===== src/rtl/fifo_reader_pkg.sv =====
// fifo_reader_pkg: state encoding, skid depth and default widths shared by the fifo_reader slice
package fifo_reader_pkg;
  typedef enum logic [1:0] {IDLE = 2'd0, DRAIN = 2'd1, FLUSH = 2'd2} state_e;
  localparam int SKID_DEPTH = 2;
  localparam int DEF_BITS = 16;
  localparam int DEF_LEN_W = 8;
  localparam int DEF_CNT_W = 16;
endpackage


===== src/rtl/fifo_reader_if.sv =====
// fifo_reader_if: downstream valid/ready stream carrying words drained from the FIFO
interface fifo_reader_if import fifo_reader_pkg::*; #(parameter int BITS = DEF_BITS) ();
  logic [BITS-1:0] data;
  logic valid;
  logic ready;
  modport master(output data, output valid, input ready);
  modport slave(input data, input valid, output ready);
endinterface


===== src/rtl/fifo_reader_skid.sv =====
// fifo_reader_skid: 2-entry in-order valid/ready buffer; m.data is always the oldest entry
module fifo_reader_skid import fifo_reader_pkg::*; #(
  parameter int BITS = DEF_BITS
) (
  input  logic            clk,
  input  logic            rst,
  input  logic            push,
  input  logic [BITS-1:0] din,
  output logic [1:0]      occ,
  fifo_reader_if.master   m
);
  logic [BITS-1:0] d0, d1;
  logic xfer;
  logic [1:0] occ_s;
  always_comb begin
    xfer = m.valid & m.ready;
    occ_s = occ - {1'b0, xfer};
  end
  assign m.valid = occ != 2'd0;
  assign m.data = d0;
  // Drain first, then the pushed word lands in the first free slot after the shift
  always_ff @(posedge clk or negedge rst)
    if (!rst) begin
      occ <= 2'd0;
      d0 <= '0;
      d1 <= '0;
    end else begin
      occ <= occ_s + {1'b0, push};
      d0 <= (push && occ_s == 2'd0) ? din : xfer ? d1 : d0;
      d1 <= (push && occ_s == 2'd1) ? din : d1;
    end
endmodule


===== src/rtl/fifo_reader.sv =====
// fifo_reader: drains a show-ahead FIFO in counted or unlimited bursts onto a valid/ready stream.
// Optional FIFO_READER_STATS_EN adds a saturating stall_cycles counter.
module fifo_reader import fifo_reader_pkg::*; #(
  parameter int BITS  = DEF_BITS,
  parameter int LEN_W = DEF_LEN_W,
  parameter int CNT_W = DEF_CNT_W
) (
  input  logic             clk,
  input  logic             rst,
  input  logic             en,
  input  logic [LEN_W-1:0] burst_len,
  input  logic             pndng,
  input  logic [BITS-1:0]  fifo_dout,
  output logic             pop,
  fifo_reader_if.master    m,
  output logic             busy,
  output logic             burst_done,
  output logic [CNT_W-1:0] pop_count
`ifdef FIFO_READER_STATS_EN
  ,
  output logic [CNT_W-1:0] stall_cycles
`endif
);
  localparam logic [1:0] S_IDLE = IDLE;
  localparam logic [1:0] S_DRAIN = DRAIN;
  localparam logic [1:0] S_FLUSH = FLUSH;
  logic [1:0] state, occ;
  logic [LEN_W-1:0] remaining;
  logic unlimited, by_count, last, count_end;
  always_comb begin
    pop = rst & (state == S_DRAIN) & pndng & (occ < 2'(SKID_DEPTH)) & (unlimited | (remaining != '0));
    last = pop & ~unlimited & (remaining == LEN_W'(1));
    count_end = ~unlimited & ((remaining == '0) | last);
    busy = state != S_IDLE;
  end
  always_ff @(posedge clk or negedge rst)
    if (!rst) begin
      state <= S_IDLE;
      remaining <= '0;
      unlimited <= 1'b0;
      by_count <= 1'b0;
      burst_done <= 1'b0;
      pop_count <= '0;
    end else begin
      burst_done <= 1'b0;
      pop_count <= pop_count + CNT_W'(pop);
      remaining <= remaining - LEN_W'(pop & ~unlimited);
      if (state == S_IDLE && en) begin
        state <= S_DRAIN;
        remaining <= burst_len;
        unlimited <= burst_len == '0;
      end else if (state == S_DRAIN && (!en || count_end)) begin
        state <= S_FLUSH;
        by_count <= count_end;
      end else if (state == S_FLUSH && occ == 2'd0) begin
        state <= S_IDLE;
        burst_done <= by_count;
      end
    end
`ifdef FIFO_READER_STATS_EN
  always_ff @(posedge clk or negedge rst)
    if (!rst) stall_cycles <= '0;
    else if (m.valid && !m.ready && stall_cycles != '1) stall_cycles <= stall_cycles + CNT_W'(1);
`endif
  fifo_reader_skid #(.BITS(BITS)) u_skid (
    .clk(clk),
    .rst(rst),
    .push(pop),
    .din(fifo_dout),
    .occ(occ),
    .m(m)
  );
endmodule


===== src/flat_wrapper.sv =====
// flat-port wrapper written by rule: the top's interface ports become plain ports
module fifo_reader_flat import fifo_reader_pkg::*;
#(
  parameter int BITS  = DEF_BITS,
  parameter int LEN_W = DEF_LEN_W,
  parameter int CNT_W = DEF_CNT_W
)
  (clk, rst, en, burst_len, pndng, fifo_dout, pop, busy, burst_done, pop_count, m_data, m_valid, m_ready);
  fifo_reader_if #(.BITS(BITS)) m_i ();
  input  logic clk;
  input  logic rst;
  input  logic en;
  input  logic [LEN_W-1:0] burst_len;
  input  logic pndng;
  input  logic [BITS-1:0] fifo_dout;
  output logic pop;
  output logic busy;
  output logic burst_done;
  output logic [CNT_W-1:0] pop_count;
  output wire logic [$bits(m_i.data)-1:0] m_data;
  output wire logic [$bits(m_i.valid)-1:0] m_valid;
  input wire logic [$bits(m_i.ready)-1:0] m_ready;
  assign m_data = m_i.data;
  assign m_valid = m_i.valid;
  assign m_i.ready = m_ready;
  fifo_reader #(.BITS(BITS), .LEN_W(LEN_W), .CNT_W(CNT_W)) u_core (.clk(clk), .rst(rst), .en(en), .burst_len(burst_len), .pndng(pndng), .fifo_dout(fifo_dout), .pop(pop), .m(m_i), .busy(busy), .burst_done(burst_done), .pop_count(pop_count));
endmodule

===== config.mk =====
export PLATFORM = sky130hd
export DESIGN_NAME = fifo_reader_flat
export DESIGN_NICKNAME = d
export VERILOG_FILES = /design/src/rtl/fifo_reader_pkg.sv /design/src/rtl/fifo_reader_if.sv /design/src/rtl/fifo_reader_skid.sv /design/src/rtl/fifo_reader.sv /design/src/flat_wrapper.sv
export SDC_FILE = /design/constraint.sdc
export NUM_CORES = 1
export LEC_CHECK = 0
export CAP_MARGIN = 5
export CORE_MARGIN = 4
export CORE_UTILIZATION = 25
export CTS_CLUSTER_SIZE = 20
export DETAILED_ROUTE_END_ITERATION = 12
export SLEW_MARGIN = 30
export SYNTH_ARGS = -nofsm -noshare
export SYNTH_HDL_FRONTEND = slang
export SYNTH_HIERARCHICAL = 1
export SYNTH_SLANG_ARGS = --single-unit

===== constraint.sdc =====
create_clock -name clk -period 4.75 [get_ports clk]
set_input_delay 0.95 -clock clk [delete_from_list [all_inputs] [get_ports clk]]
set_output_delay 0.95 -clock clk [all_outputs]
set_load 0.01 [all_outputs]

==> insert_results.sql <==
INSERT INTO impl_metrics (metric_group, metric, value, unit) VALUES
('die', 'die_w', '115', 'um'),
('critical_path', 'critPathArrivalTime', '2770', 'ps'),
('route', 'drt-initial-drc-count', '97', ''),
('sta', 'fmax', '269', 'MHz'),
('synth', 'synth_edf_count', '0', ''),
('clock_network', 'clock_latency', '320', 'ps'),
('route', 'ant_nets', '0', ''),
('sta', 'tightestPinTransition', '839', 'ps'),
('grt', 'number_of_antenna_violations_at_the_first_check_in_global_routing', '0', ''),
('synth', 'ys_warn_count', '6', ''),
('critical_path', 'kind_of_launch_point_of_the_worst_setup_path', 'input port', ''),
('clock_network', 'cts_hold_buf', '0', ''),
('layout', 'num_antenna_cells', '0', ''),
('route', 'number_of_vias_per_cell', '4.58', ''),
('place', 'placement.io_buffers', '64', ''),
('critical_path', 'cp_dominant_cell_by_count', 'sky130_fd_sc_hd__clkdlybuf4s50_1', ''),
('synth', 'post_synth_main_area_contributors', 'sky130_fd_sc_hd__dfrtp_1, sky130_fd_sc_hd__nand2_1, sky130_fd_sc_hd__mux2_4, sky130_fd_sc_hd__a31oi_1, sky130_fd_sc_hd__nor2_1', ''),
('critical_path', 'regToRegStartpoint', 'u_core/u_skid/occ[1]', ''),
('outcome', 'run_status', 'finished clean', ''),
('clock_network', 'cts.sinks', '63', ''),
('layout', 'layout.cell_area.non_filler', '3970', 'um2'),
('power', 'total_power', '2.04', 'mW'),
('power', 'power.static_leakage', '1.77', 'nW'),
('clock_network', 'post_cts.repair.setup_buffers', '0', ''),
('grt', 'grt_usage', '0.107', ''),
('synth', 'synth.net_count', '298', ''),
('layout', 'layout-drive-gt1-share', '0.133', ''),
('route', 'detail_route.wl_per_cell', '13.9', 'um'),
('sta', 'final.setup.worst_slack', '1030', 'ps'),
('synth', 'synth.lib_cells_used.distinct', '38', ''),
('power', 'power.ir.vdd_worst', '0.197', 'mV'),
('grt', 'grt_pass1_vias', '2300', ''),
('die', 'die_area', '13200', 'um2'),
('synth', 'synth_seq_area_share', '0.551', ''),
('layout', 'layout_overhead_on_the_synthesized_area', '38.7', '%'),
('place', 'detailed_place_hpwl', '4670', 'um'),
('route', 'num_vias', '2190', ''),
('critical_path', 'worstPathBufferInverterCount', '3', ''),
('critical_path', 'cp_slowest_cell', 'sky130_fd_sc_hd__clkdlybuf4s50_1', ''),
('critical_path', 'kind_of_cell_adding_the_most_delay_to_the_critical_path', 'buffers and inverters', ''),
('layout', 'final_util', '0.359', ''),
('min_path', 'hold_path.class', 'flip-flop to flip-flop', ''),
('sta', 'finalSetupViolCount', '0', ''),
('clock_network', 'clock_tree.root_cell', 'sky130_fd_sc_hd__clkbuf_16', ''),
('clock_network', 'ctsLongestPathBuffers', '2', ''),
('sta', 'grt_setup_unrepaired', 'false', ''),
('die', 'floorplan.initialDensity', '0.259', ''),
('die', 'fp.dieH', '115', 'um'),
('critical_path', 'crit_path_from', 'pndng', ''),
('place', 'dp_cells', '462', ''),
('die', 'placementRows', '38', ''),
('place', 'preCtsSetupSlack', '1030', 'ps'),
('job', 'maxCapViolations', '0', ''),
('route', 'drc', '0', ''),
('synth', 'area_share_of_the_leading_cell_type_in_the_synthesized_netlist', '0.551', ''),
('critical_path', 'worst_path_cell_trace', 'clkdlybuf4s50_1, nand3b_1, or3b_2, nor2_1, buf_4, clkdlybuf4s50_1', ''),
('die', 'coreArea', '11000', 'um2'),
('min_path', 'min_from', 'u_core/pop_count[15]', ''),
('synth', 'flop_and_latch_count_out_of_synthesis', '63', ''),
('layout', 'final-instance-count-excl-fill', '478', ''),
('sta', 'timing.final.crit_period', '3720', 'ps'),
('place', 'postPlaceCellArea', '3650', 'um2'),
('clock_network', 'postCtsResizedCells', '0', ''),
('sta', 'slew_headroom', '0.441', ''),
('synth', 'synth_top_cell_by_area', 'sky130_fd_sc_hd__dfrtp_1', ''),
('critical_path', 'critPathMaxStageDelay', '540', 'ps'),
('synth', 'synth.cell_area', '2860', 'um2'),
('clock_network', 'clkTransAtPathRegs', '50', 'ps'),
('layout', 'finalNetCount', '369', ''),
('power', 'powerDensity', '515', 'nW/um2'),
('place', 'gp_routability_congestion', '0.732', '');
## area by class of cell
class,count,area (um2)
timing repair buffer,67,658
fill,1130,7070
tap,140,175
inverter,8,30.0
clock buffer,13,270
clock inverter,3,40.0
multi-input combinational,184,1210
sequential,63,1580
## flip-flops by register name, indices dropped and copies added, names as in the netlist
register and cells:
u_core/remaining 8, u_core/u_skid/d1 16, u_core/by_count 1, u_core/unlimited 1, u_core/state 2, u_core/burst_done 1
u_core/pop_count 16, u_core/u_skid/occ 2, u_core/u_skid/m.data 16
## logic make-up after synthesis
kind of cell	after synthesis	share of synthesized area
adders and majority gates	7	0.0306
and+or+nand+nor	109	0.184
AOI/OAI and AO/OA	34	0.0761
muxes	16	0.0761
DFF	63	0.551
buffers and inverters	15	0.0236
xor gates and xnor gates	18	0.0578
## routing by layer
layer | up-vias | share of wire | GRT usage
li1 | 1062 | - | -
met5 | - | 0 | 0
met1 | 1072 | 0.45 | 0.135
met2 | 44 | 0.47 | 0.165
met4 | 0 | 0.023 | 0.0563
met3 | 12 | 0.055 | 0.0316
## report_power, final
part	switching (mW)	internal [mW]	total (mW)	leakage, nW
Clock	0.228	0.447	0.676	0.156
Combinational	0.234	0.305	0.539	0.808
Sequential	0.128	0.698	0.826	0.809
## worst paths after layout
| check | slack, ps | depth (start not counted) | end |
|---|---|---|---|
| max in group asynchronous | 3370 | 2 | u_core/u_skid/d1[11] |
| min reg2reg | 460 | 1 | u_core/pop_count[15] |
| min | 460 | 1 | u_core/pop_count[15] |
| min in group asynchronous | 840 | 2 | u_core/unlimited |
| max | 1030 | 6 | pop |
| max reg2reg | 1840 | 6 | u_core/u_skid/d1[10] |
## synth_stat cells, types with 2 or more instances
cell / n
sky130_fd_sc_hd__dfrtp_1: 63
sky130_fd_sc_hd__nand2_1: 42
sky130_fd_sc_hd__nor2_1: 27
sky130_fd_sc_hd__a31oi_1: 20
sky130_fd_sc_hd__xor2_1: 11
sky130_fd_sc_hd__mux2_4: 10
sky130_fd_sc_hd__ha_1: 7
sky130_fd_sc_hd__inv_1: 7
sky130_fd_sc_hd__nor3_1: 7
sky130_fd_sc_hd__mux2_2: 6
sky130_fd_sc_hd__nand3_1: 6
sky130_fd_sc_hd__nor4_1: 6
sky130_fd_sc_hd__xnor2_1: 6
sky130_fd_sc_hd__o21ai_0: 5
sky130_fd_sc_hd__buf_2: 3
sky130_fd_sc_hd__clkbuf_1: 3
sky130_fd_sc_hd__nand4_1: 3
sky130_fd_sc_hd__or3b_2: 3
sky130_fd_sc_hd__a211oi_1: 2
sky130_fd_sc_hd__a21oi_1: 2
sky130_fd_sc_hd__nand3b_1: 2
sky130_fd_sc_hd__nor2b_1: 2
sky130_fd_sc_hd__or2_2: 2
sky130_fd_sc_hd__or3_1: 2
sky130_fd_sc_hd__or4_1: 2
## worst reg2reg max path, stage by stage (launching register included)
cell and delay [ps]:
sky130_fd_sc_hd__dfrtp_1 480, sky130_fd_sc_hd__o21ai_2 720, sky130_fd_sc_hd__inv_2 330, sky130_fd_sc_hd__ha_1 330, sky130_fd_sc_hd__xnor2_2 230, sky130_fd_sc_hd__nand3_4 300, sky130_fd_sc_hd__mux2_4 400
Power figures use the tool's default switching activity.
